**config.mk**
```make
export PLATFORM = sky130hd
export DESIGN_NAME = fp_rename_table
export DESIGN_NICKNAME = d
export VERILOG_FILES = /design/src/rtl/fp_rename_table.sv
export SDC_FILE = /design/constraint.sdc
export NUM_CORES = 2
export LEC_CHECK = 0
export ABC_CLOCK_PERIOD_IN_PS = 2900
export BUFFER_PORTS_ARGS = -buffer_cell sky130_fd_sc_hd__buf_2
export CAP_MARGIN = 20
export CORE_MARGIN = 8
export CORE_UTILIZATION = 35
export DETAILED_ROUTE_END_ITERATION = 10
export GPL_ROUTABILITY_DRIVEN = 0
export PLACE_DENSITY = 0.5
export SLEW_MARGIN = 0
export SYNTH_ARGS = -nofsm -noshare
export SYNTH_HDL_FRONTEND = slang
export SYNTH_SLANG_ARGS = --single-unit
```
**constraint.sdc**
```tcl
create_clock -name clk_i -period 2.9 [get_ports clk_i]
set_input_delay 0.435 -clock clk_i [delete_from_list [all_inputs] [get_ports clk_i]]
set_output_delay 0.435 -clock clk_i [all_outputs]
set_load 0.01 [all_outputs]
```
**src/rtl/fp_rename_table.sv**
```systemverilog
// FP register rename table: NUM_CHECKPOINTS speculative maps plus a committed map.
// Optional per-entry ready bits are enabled by defining FP_RENAME_READY_BITS_EN.
module fp_rename_table #(
  parameter int unsigned NUM_ISA_REGISTERS       = 32,
  parameter int unsigned NUM_PHYSICAL_FREGISTERS = 64,
  parameter int unsigned NUM_CHECKPOINTS         = 4
) (
  input  logic                                       clk_i,
  input  logic                                       rstn_i,
  input  logic [$clog2(NUM_ISA_REGISTERS)-1:0]       src1_i,
  input  logic [$clog2(NUM_ISA_REGISTERS)-1:0]       src2_i,
  input  logic [$clog2(NUM_ISA_REGISTERS)-1:0]       src3_i,
  input  logic                                       write_dst_i,
  input  logic [$clog2(NUM_ISA_REGISTERS)-1:0]       old_dst_i,
  input  logic [$clog2(NUM_PHYSICAL_FREGISTERS)-1:0] new_dst_i,
  input  logic                                       ready_i,
  input  logic [$clog2(NUM_PHYSICAL_FREGISTERS)-1:0] vaddr_i,
  input  logic                                       commit_write_i,
  input  logic [$clog2(NUM_ISA_REGISTERS)-1:0]       commit_dst_i,
  input  logic [$clog2(NUM_PHYSICAL_FREGISTERS)-1:0] commit_preg_i,
  input  logic                                       do_checkpoint_i,
  input  logic                                       do_recover_i,
  input  logic                                       delete_checkpoint_i,
  input  logic [$clog2(NUM_CHECKPOINTS)-1:0]         recover_checkpoint_i,
  input  logic                                       commit_roll_back_i,
  output logic [$clog2(NUM_PHYSICAL_FREGISTERS)-1:0] src1_o,
  output logic                                       rdy1_o,
  output logic [$clog2(NUM_PHYSICAL_FREGISTERS)-1:0] src2_o,
  output logic                                       rdy2_o,
  output logic [$clog2(NUM_PHYSICAL_FREGISTERS)-1:0] src3_o,
  output logic                                       rdy3_o,
  output logic [$clog2(NUM_PHYSICAL_FREGISTERS)-1:0] old_dst_o,
  output logic [$clog2(NUM_CHECKPOINTS)-1:0]         checkpoint_o,
  output logic                                       out_of_checkpoints_o
);

  localparam int unsigned PW = $clog2(NUM_PHYSICAL_FREGISTERS);
  localparam int unsigned CW = $clog2(NUM_CHECKPOINTS);
  localparam int unsigned AW = $clog2(NUM_ISA_REGISTERS);

  typedef logic [PW-1:0] phfreg_t;
  typedef logic [CW-1:0] checkpoint_ptr_t;
  typedef logic [AW-1:0] areg_t;

  phfreg_t         map_q  [NUM_CHECKPOINTS][NUM_ISA_REGISTERS];
  phfreg_t         map_d  [NUM_CHECKPOINTS][NUM_ISA_REGISTERS];
  phfreg_t         cmap_q [NUM_ISA_REGISTERS];
  phfreg_t         cmap_d [NUM_ISA_REGISTERS];
`ifdef FP_RENAME_READY_BITS_EN
  logic            rdy_q  [NUM_CHECKPOINTS][NUM_ISA_REGISTERS];
  logic            rdy_d  [NUM_CHECKPOINTS][NUM_ISA_REGISTERS];
`endif
  checkpoint_ptr_t head_q, head_d;
  checkpoint_ptr_t tail_q, tail_d;
  checkpoint_ptr_t num_q,  num_d;
  checkpoint_ptr_t ckpt_q;
  checkpoint_ptr_t head_nxt;
  logic            rename_en;
  logic            checkpoint_en;

  assign rename_en     = write_dst_i & ~do_recover_i & ~commit_roll_back_i;
  assign checkpoint_en = do_checkpoint_i & (num_q < checkpoint_ptr_t'(NUM_CHECKPOINTS - 1))
                         & ~do_recover_i & ~commit_roll_back_i;
  assign head_nxt      = head_q + checkpoint_ptr_t'(1);

  // Update order matters: writeback, then rename, then checkpoint copy of the
  // updated active map, and rollback overwrites map 0 last.
  always_comb begin
    map_d  = map_q;
    cmap_d = cmap_q;
`ifdef FP_RENAME_READY_BITS_EN
    rdy_d  = rdy_q;
`endif
    if (commit_write_i) cmap_d[commit_dst_i] = commit_preg_i;

`ifdef FP_RENAME_READY_BITS_EN
    if (ready_i) begin
      for (int unsigned c = 0; c < NUM_CHECKPOINTS; c++) begin
        for (int unsigned e = 0; e < NUM_ISA_REGISTERS; e++) begin
          if (map_q[checkpoint_ptr_t'(c)][areg_t'(e)] == vaddr_i)
            rdy_d[checkpoint_ptr_t'(c)][areg_t'(e)] = 1'b1;
        end
      end
    end
`endif

    if (rename_en) begin
      map_d[head_q][old_dst_i] = new_dst_i;
`ifdef FP_RENAME_READY_BITS_EN
      rdy_d[head_q][old_dst_i] = ready_i & (new_dst_i == vaddr_i);
`endif
    end

    if (checkpoint_en) begin
      for (int unsigned e = 0; e < NUM_ISA_REGISTERS; e++) begin
        map_d[head_nxt][areg_t'(e)] = map_d[head_q][areg_t'(e)];
`ifdef FP_RENAME_READY_BITS_EN
        rdy_d[head_nxt][areg_t'(e)] = rdy_d[head_q][areg_t'(e)];
`endif
      end
    end

    if (commit_roll_back_i) begin
      for (int unsigned e = 0; e < NUM_ISA_REGISTERS; e++) begin
        map_d[0][areg_t'(e)] = cmap_d[areg_t'(e)];
`ifdef FP_RENAME_READY_BITS_EN
        rdy_d[0][areg_t'(e)] = 1'b1;
`endif
      end
    end
  end

  always_comb begin
    head_d = head_q;
    tail_d = tail_q;
    num_d  = num_q;
    if (commit_roll_back_i) begin
      head_d = '0;
      tail_d = '0;
      num_d  = '0;
    end else begin
      tail_d = tail_q + checkpoint_ptr_t'(delete_checkpoint_i);
      if (do_recover_i) begin
        head_d = recover_checkpoint_i;
        num_d  = recover_checkpoint_i - tail_q;
      end else begin
        head_d = head_q + checkpoint_ptr_t'(checkpoint_en);
        num_d  = num_q + checkpoint_ptr_t'(checkpoint_en)
                       - checkpoint_ptr_t'(delete_checkpoint_i);
      end
    end
  end

  always_ff @(posedge clk_i) begin
    if (!rstn_i) begin
      for (int unsigned c = 0; c < NUM_CHECKPOINTS; c++) begin
        for (int unsigned e = 0; e < NUM_ISA_REGISTERS; e++) begin
          map_q[checkpoint_ptr_t'(c)][areg_t'(e)] <= phfreg_t'(e);
`ifdef FP_RENAME_READY_BITS_EN
          rdy_q[checkpoint_ptr_t'(c)][areg_t'(e)] <= 1'b1;
`endif
        end
      end
      for (int unsigned e = 0; e < NUM_ISA_REGISTERS; e++) begin
        cmap_q[areg_t'(e)] <= phfreg_t'(e);
      end
      head_q <= '0;
      tail_q <= '0;
      num_q  <= '0;
      ckpt_q <= '0;
    end else begin
      map_q  <= map_d;
      cmap_q <= cmap_d;
`ifdef FP_RENAME_READY_BITS_EN
      rdy_q  <= rdy_d;
`endif
      head_q <= head_d;
      tail_q <= tail_d;
      num_q  <= num_d;
      ckpt_q <= head_d;
    end
  end

  assign src1_o    = map_q[head_q][src1_i];
  assign src2_o    = map_q[head_q][src2_i];
  assign src3_o    = map_q[head_q][src3_i];
  assign old_dst_o = map_q[head_q][old_dst_i];

`ifdef FP_RENAME_READY_BITS_EN
  assign rdy1_o = rdy_q[head_q][src1_i];
  assign rdy2_o = rdy_q[head_q][src2_i];
  assign rdy3_o = rdy_q[head_q][src3_i];
`else
  logic unused_wb;
  assign unused_wb = ready_i ^ (^vaddr_i);
  assign rdy1_o = 1'b1;
  assign rdy2_o = 1'b1;
  assign rdy3_o = 1'b1;
`endif

  assign checkpoint_o         = ckpt_q;
  assign out_of_checkpoints_o = (num_q == checkpoint_ptr_t'(NUM_CHECKPOINTS - 1));

endmodule

```
==> results.tsv <==
stage	metric	value	unit
outcome	status	finished with violations	
outcome	violated checks	setup timing	
synth	number of synthesized flops with an enable pin	0	
cts	cts bufs inserted	115	
floorplanning	I/O Pins	84	
timing	Pins Over Slew Limit	0	
floorplanning	Cell Rows	155	
synth	YS warnings	0	
synth	Post-Synthesis Cell Area	0.0625	mm^2
placement	# placed instances	10300	
routing	Via Count	70200	
cts	Max clock buf depth	3	
cts	Clk Latency, worst-skew pair	0.83	ns
synth	Synth Instances	7211	
critical_path	crit path launch	checkpoint_o[0]	
cells_and_area	final instance count without filler cells	10700	
global_routing	vias in the first global route	65100	
timing	RSZ-0062 raised after global routing	yes	
placement	I/O Buffers	73	
synth	fraction of registers with async set/reset	0	
global_routing	global-route wire length before repair	490	mm
timing	clock skew	0.0640	ns
cts	CTS tree	built	
global_routing	residual overflow from global routing	0	
synth	number of synthesized register bits	966	
synth	sequential fraction of the synthesis area	0.309	
routing	Initial DRC Count	11500	
critical_path	crit start category	register	
timing	max_slew headroom	0.370	
timing	period utilisation layout	1.58	
timing	slew at the pin closest to its max-slew limit	0.937	ns
timing	fmax	218	MHz
cts	CTS HTree Levels	3	
critical_path	CP required	2.47	ns
worst_hold_path	HP Class	input port to register	
cells_and_area	nets	8279	
power	PD cells	425	mW/mm^2
timing	Worst Setup Slack, final	-1.70	ns
global_routing	largest net degree at the start of global routing	123	
floorplanning	DIE AREA	0.192	mm^2
routing	Routed WL per cell	33.0	um
critical_path	RR Endpoint	map_q[657]	
cells_and_area	layout cells sized above 1	0.310	
cells_and_area	Area Overhead vs Synth	31.7	%
critical_path	critical path capture point	old_dst_o[1]	
critical_path	WP data arrival	4.16	ns
critical_path	CP Class	register to primary output	
critical_path	CP Max Fanout	7	
critical_path	RR Startpoint	checkpoint_o[1]	
routing	WL final	353	mm
timing	Fin. Hold Viols	0	
timing	min cycle time layout	4.60	ns
routing	via/cell ratio	6.56	
routing	DRC	0	
synth	cell taking the most area after synthesis	dfxtp_1	
critical_path	element type at the critical path end	primary output	
floorplanning	Core ar.	0.178	mm^2
routing	Pre-antenna DRT Iters	9	
placement	post-DP HPWL	251	mm
global_routing	initial antenna violation count	32	
cts	Root Driver	clkbuf_16	
synth	share of the synthesized area in the top cell type	0.309	
critical_path	Worst R2R Path Depth	13	
cells_and_area	Final Cell Area	0.0823	mm^2
synth	distinct cell type count after synthesis	87	
cts	# clock sinks	966	
placement	placed inst area	0.0750	mm^2
timing	final setup vio count	31	
floorplanning	Die Wd	439	um
global_routing	Total GRT Usage	0.346	
cts	Clock Pin Slew Worst Setup and Hold Paths	0.06	ns
routing	Final ANT Viol Nets	0	
power	Pleak	0.0329	uW
synth	synthesized area per cell	8.67	um^2
critical_path	reg2reg setup slack	-0.03	ns
synth	synth top area cells	dfxtp_1, mux4_2, mux2i_1	
floorplanning	Initial Util	0.351	
power	Max IR drop VDD	0.000526	V
synth	Post-synth top flop	dfxtp_1	
run	max cap viols	0	
floorplanning	die height	439	um
## cell usage in the layout (no fill, tap or decap), types with 114 or more instances in the layout
cell / n
a21oi_1: 189
and3_1: 235
buf_12: 143
buf_4: 1253
clkbuf_16: 121
dfxtp_1: 964
mux2_2: 136
mux2i_1: 517
mux4_2: 419
nand2_1: 1243
nand3_1: 185
nor2_1: 590
nor3_1: 148
o211ai_1: 175
o21ai_0: 278
o21ai_1: 114
o221ai_1: 138
o22ai_1: 213
o31ai_1: 125
## registers in the layout, summed over array words and instances (netlist names)
| register | cells |
|---|---|
| tail_q | 2 |
| cmap_q | 192 |
| num_q | 2 |
| checkpoint_o | 2 |
| map_q | 768 |
## cell type report
class                      instances  area, um^2
inverter                          17        78.8
multi-input combinational       5549       41600
clock buffer                     168        3380
clock inverter                    43         519
fill                           17100       95700
tap                             2355        2950
timing repair buffer            1571       14400
sequential                       966       19300
antenna                           21        52.6
## critical path, cell delays in order, from the launching register on
cell and delay [ns]:
dfxtp_4 0.37, buf_12 0.14, buf_4 0.30, buf_8 0.15
mux4_2 0.55, mux4_2 0.58, nor2b_4 0.18, a31oi_2 0.16
nand4_1 0.44, buf_4 0.32, buf_6 0.12
## worst min-delay path by stage
stage | endpoint | start | slack (ns) | cells after the start
after floorplan | cmap_q[103] | cmap_q[103] | 0.44 | 2
after global placement | cmap_q[22] | cmap_q[22] | 0.45 | 2
after detailed placement | cmap_q[52] | cmap_q[52] | 0.45 | 2
after CTS | checkpoint_o[0] | recover_checkpoint_i[0] | 0.02 | 3
after global routing | checkpoint_o[0] | recover_checkpoint_i[0] | 0.12 | 3
final | checkpoint_o[0] | recover_checkpoint_i[0] | 0.09 | 3
## power breakdown
group / switching [uW] / total (uW) / internal (uW)
Clock: 6500 / 15300 / 8770
Sequential: 274 / 13800 / 13500
Combinational: 3630 / 5960 / 2320
Total: 10400 / 35000 / 24600
## per-stage QoR
step                hold WS [ns]  power (uW)   util  worst slack, ns  TNS (ns)
floorplan                  0.437       16500      -           0.0162         0
global placement           0.448       19300  0.421            -1.20    -16.70
detailed placement         0.453       19300  0.421            -1.19    -17.24
CTS                       0.0223       34600  0.454            -1.47    -31.04
global route               0.121       35700  0.462            -1.67    -34.36
finish                    0.0880       35000  0.462            -1.70    -33.47
## kinds of logic (layout without fill, tap and decap cells)
| family | after synthesis | after routing | share of synthesized area |
|---|---|---|---|
| adder cells (fa/ha/maj) | 5 | 5 | 0.00100 |
| buffers and inverters | 698 | 1799 | 0.0485 |
| flip-flops | 966 | 966 | 0.309 |
| AND/OR/NAND/NOR | 2730 | 2730 | 0.195 |
| multiplexers | 1112 | 1112 | 0.265 |
| other | 1 | 24 | 0.0000600 |
| AO/OA/AOI/OAI | 1693 | 1693 | 0.181 |
| XOR/XNOR | 6 | 6 | 0.000840 |
## timing repair
action | CTS | global route
cloned | 8 | 6
resized for setup | 247 | 192
hold buffers | 7 | 0
buffers inserted | 60 | 66
pin swaps | 42 | 57
endpoints found under the setup margin | 60 | 254
hold endpoints to repair | 9 | 0
## routing by layer
layer  track usage  wire, um  vias up
li1              -         -    29100
met1         0.462    136000    34000
met2         0.483    140000     5784
met3         0.118     51400     1290
met4         0.201     25500       16
met5             0       115        -
## synth_stat cells (all sizes together) (66+ instances only)
master and n:
nand2 1267, dfxtp 966, nor2 617, mux2i 550, clkbuf 457, mux4 419, o21ai 405, and3 237
buf 224, o22ai 223, a21oi 208, nand3 196, o211ai 175, nor3 154, o221ai 144, mux2 143
o31ai 127, nor2b 95, a21boi 66
(Power assumes the default switching activity.)
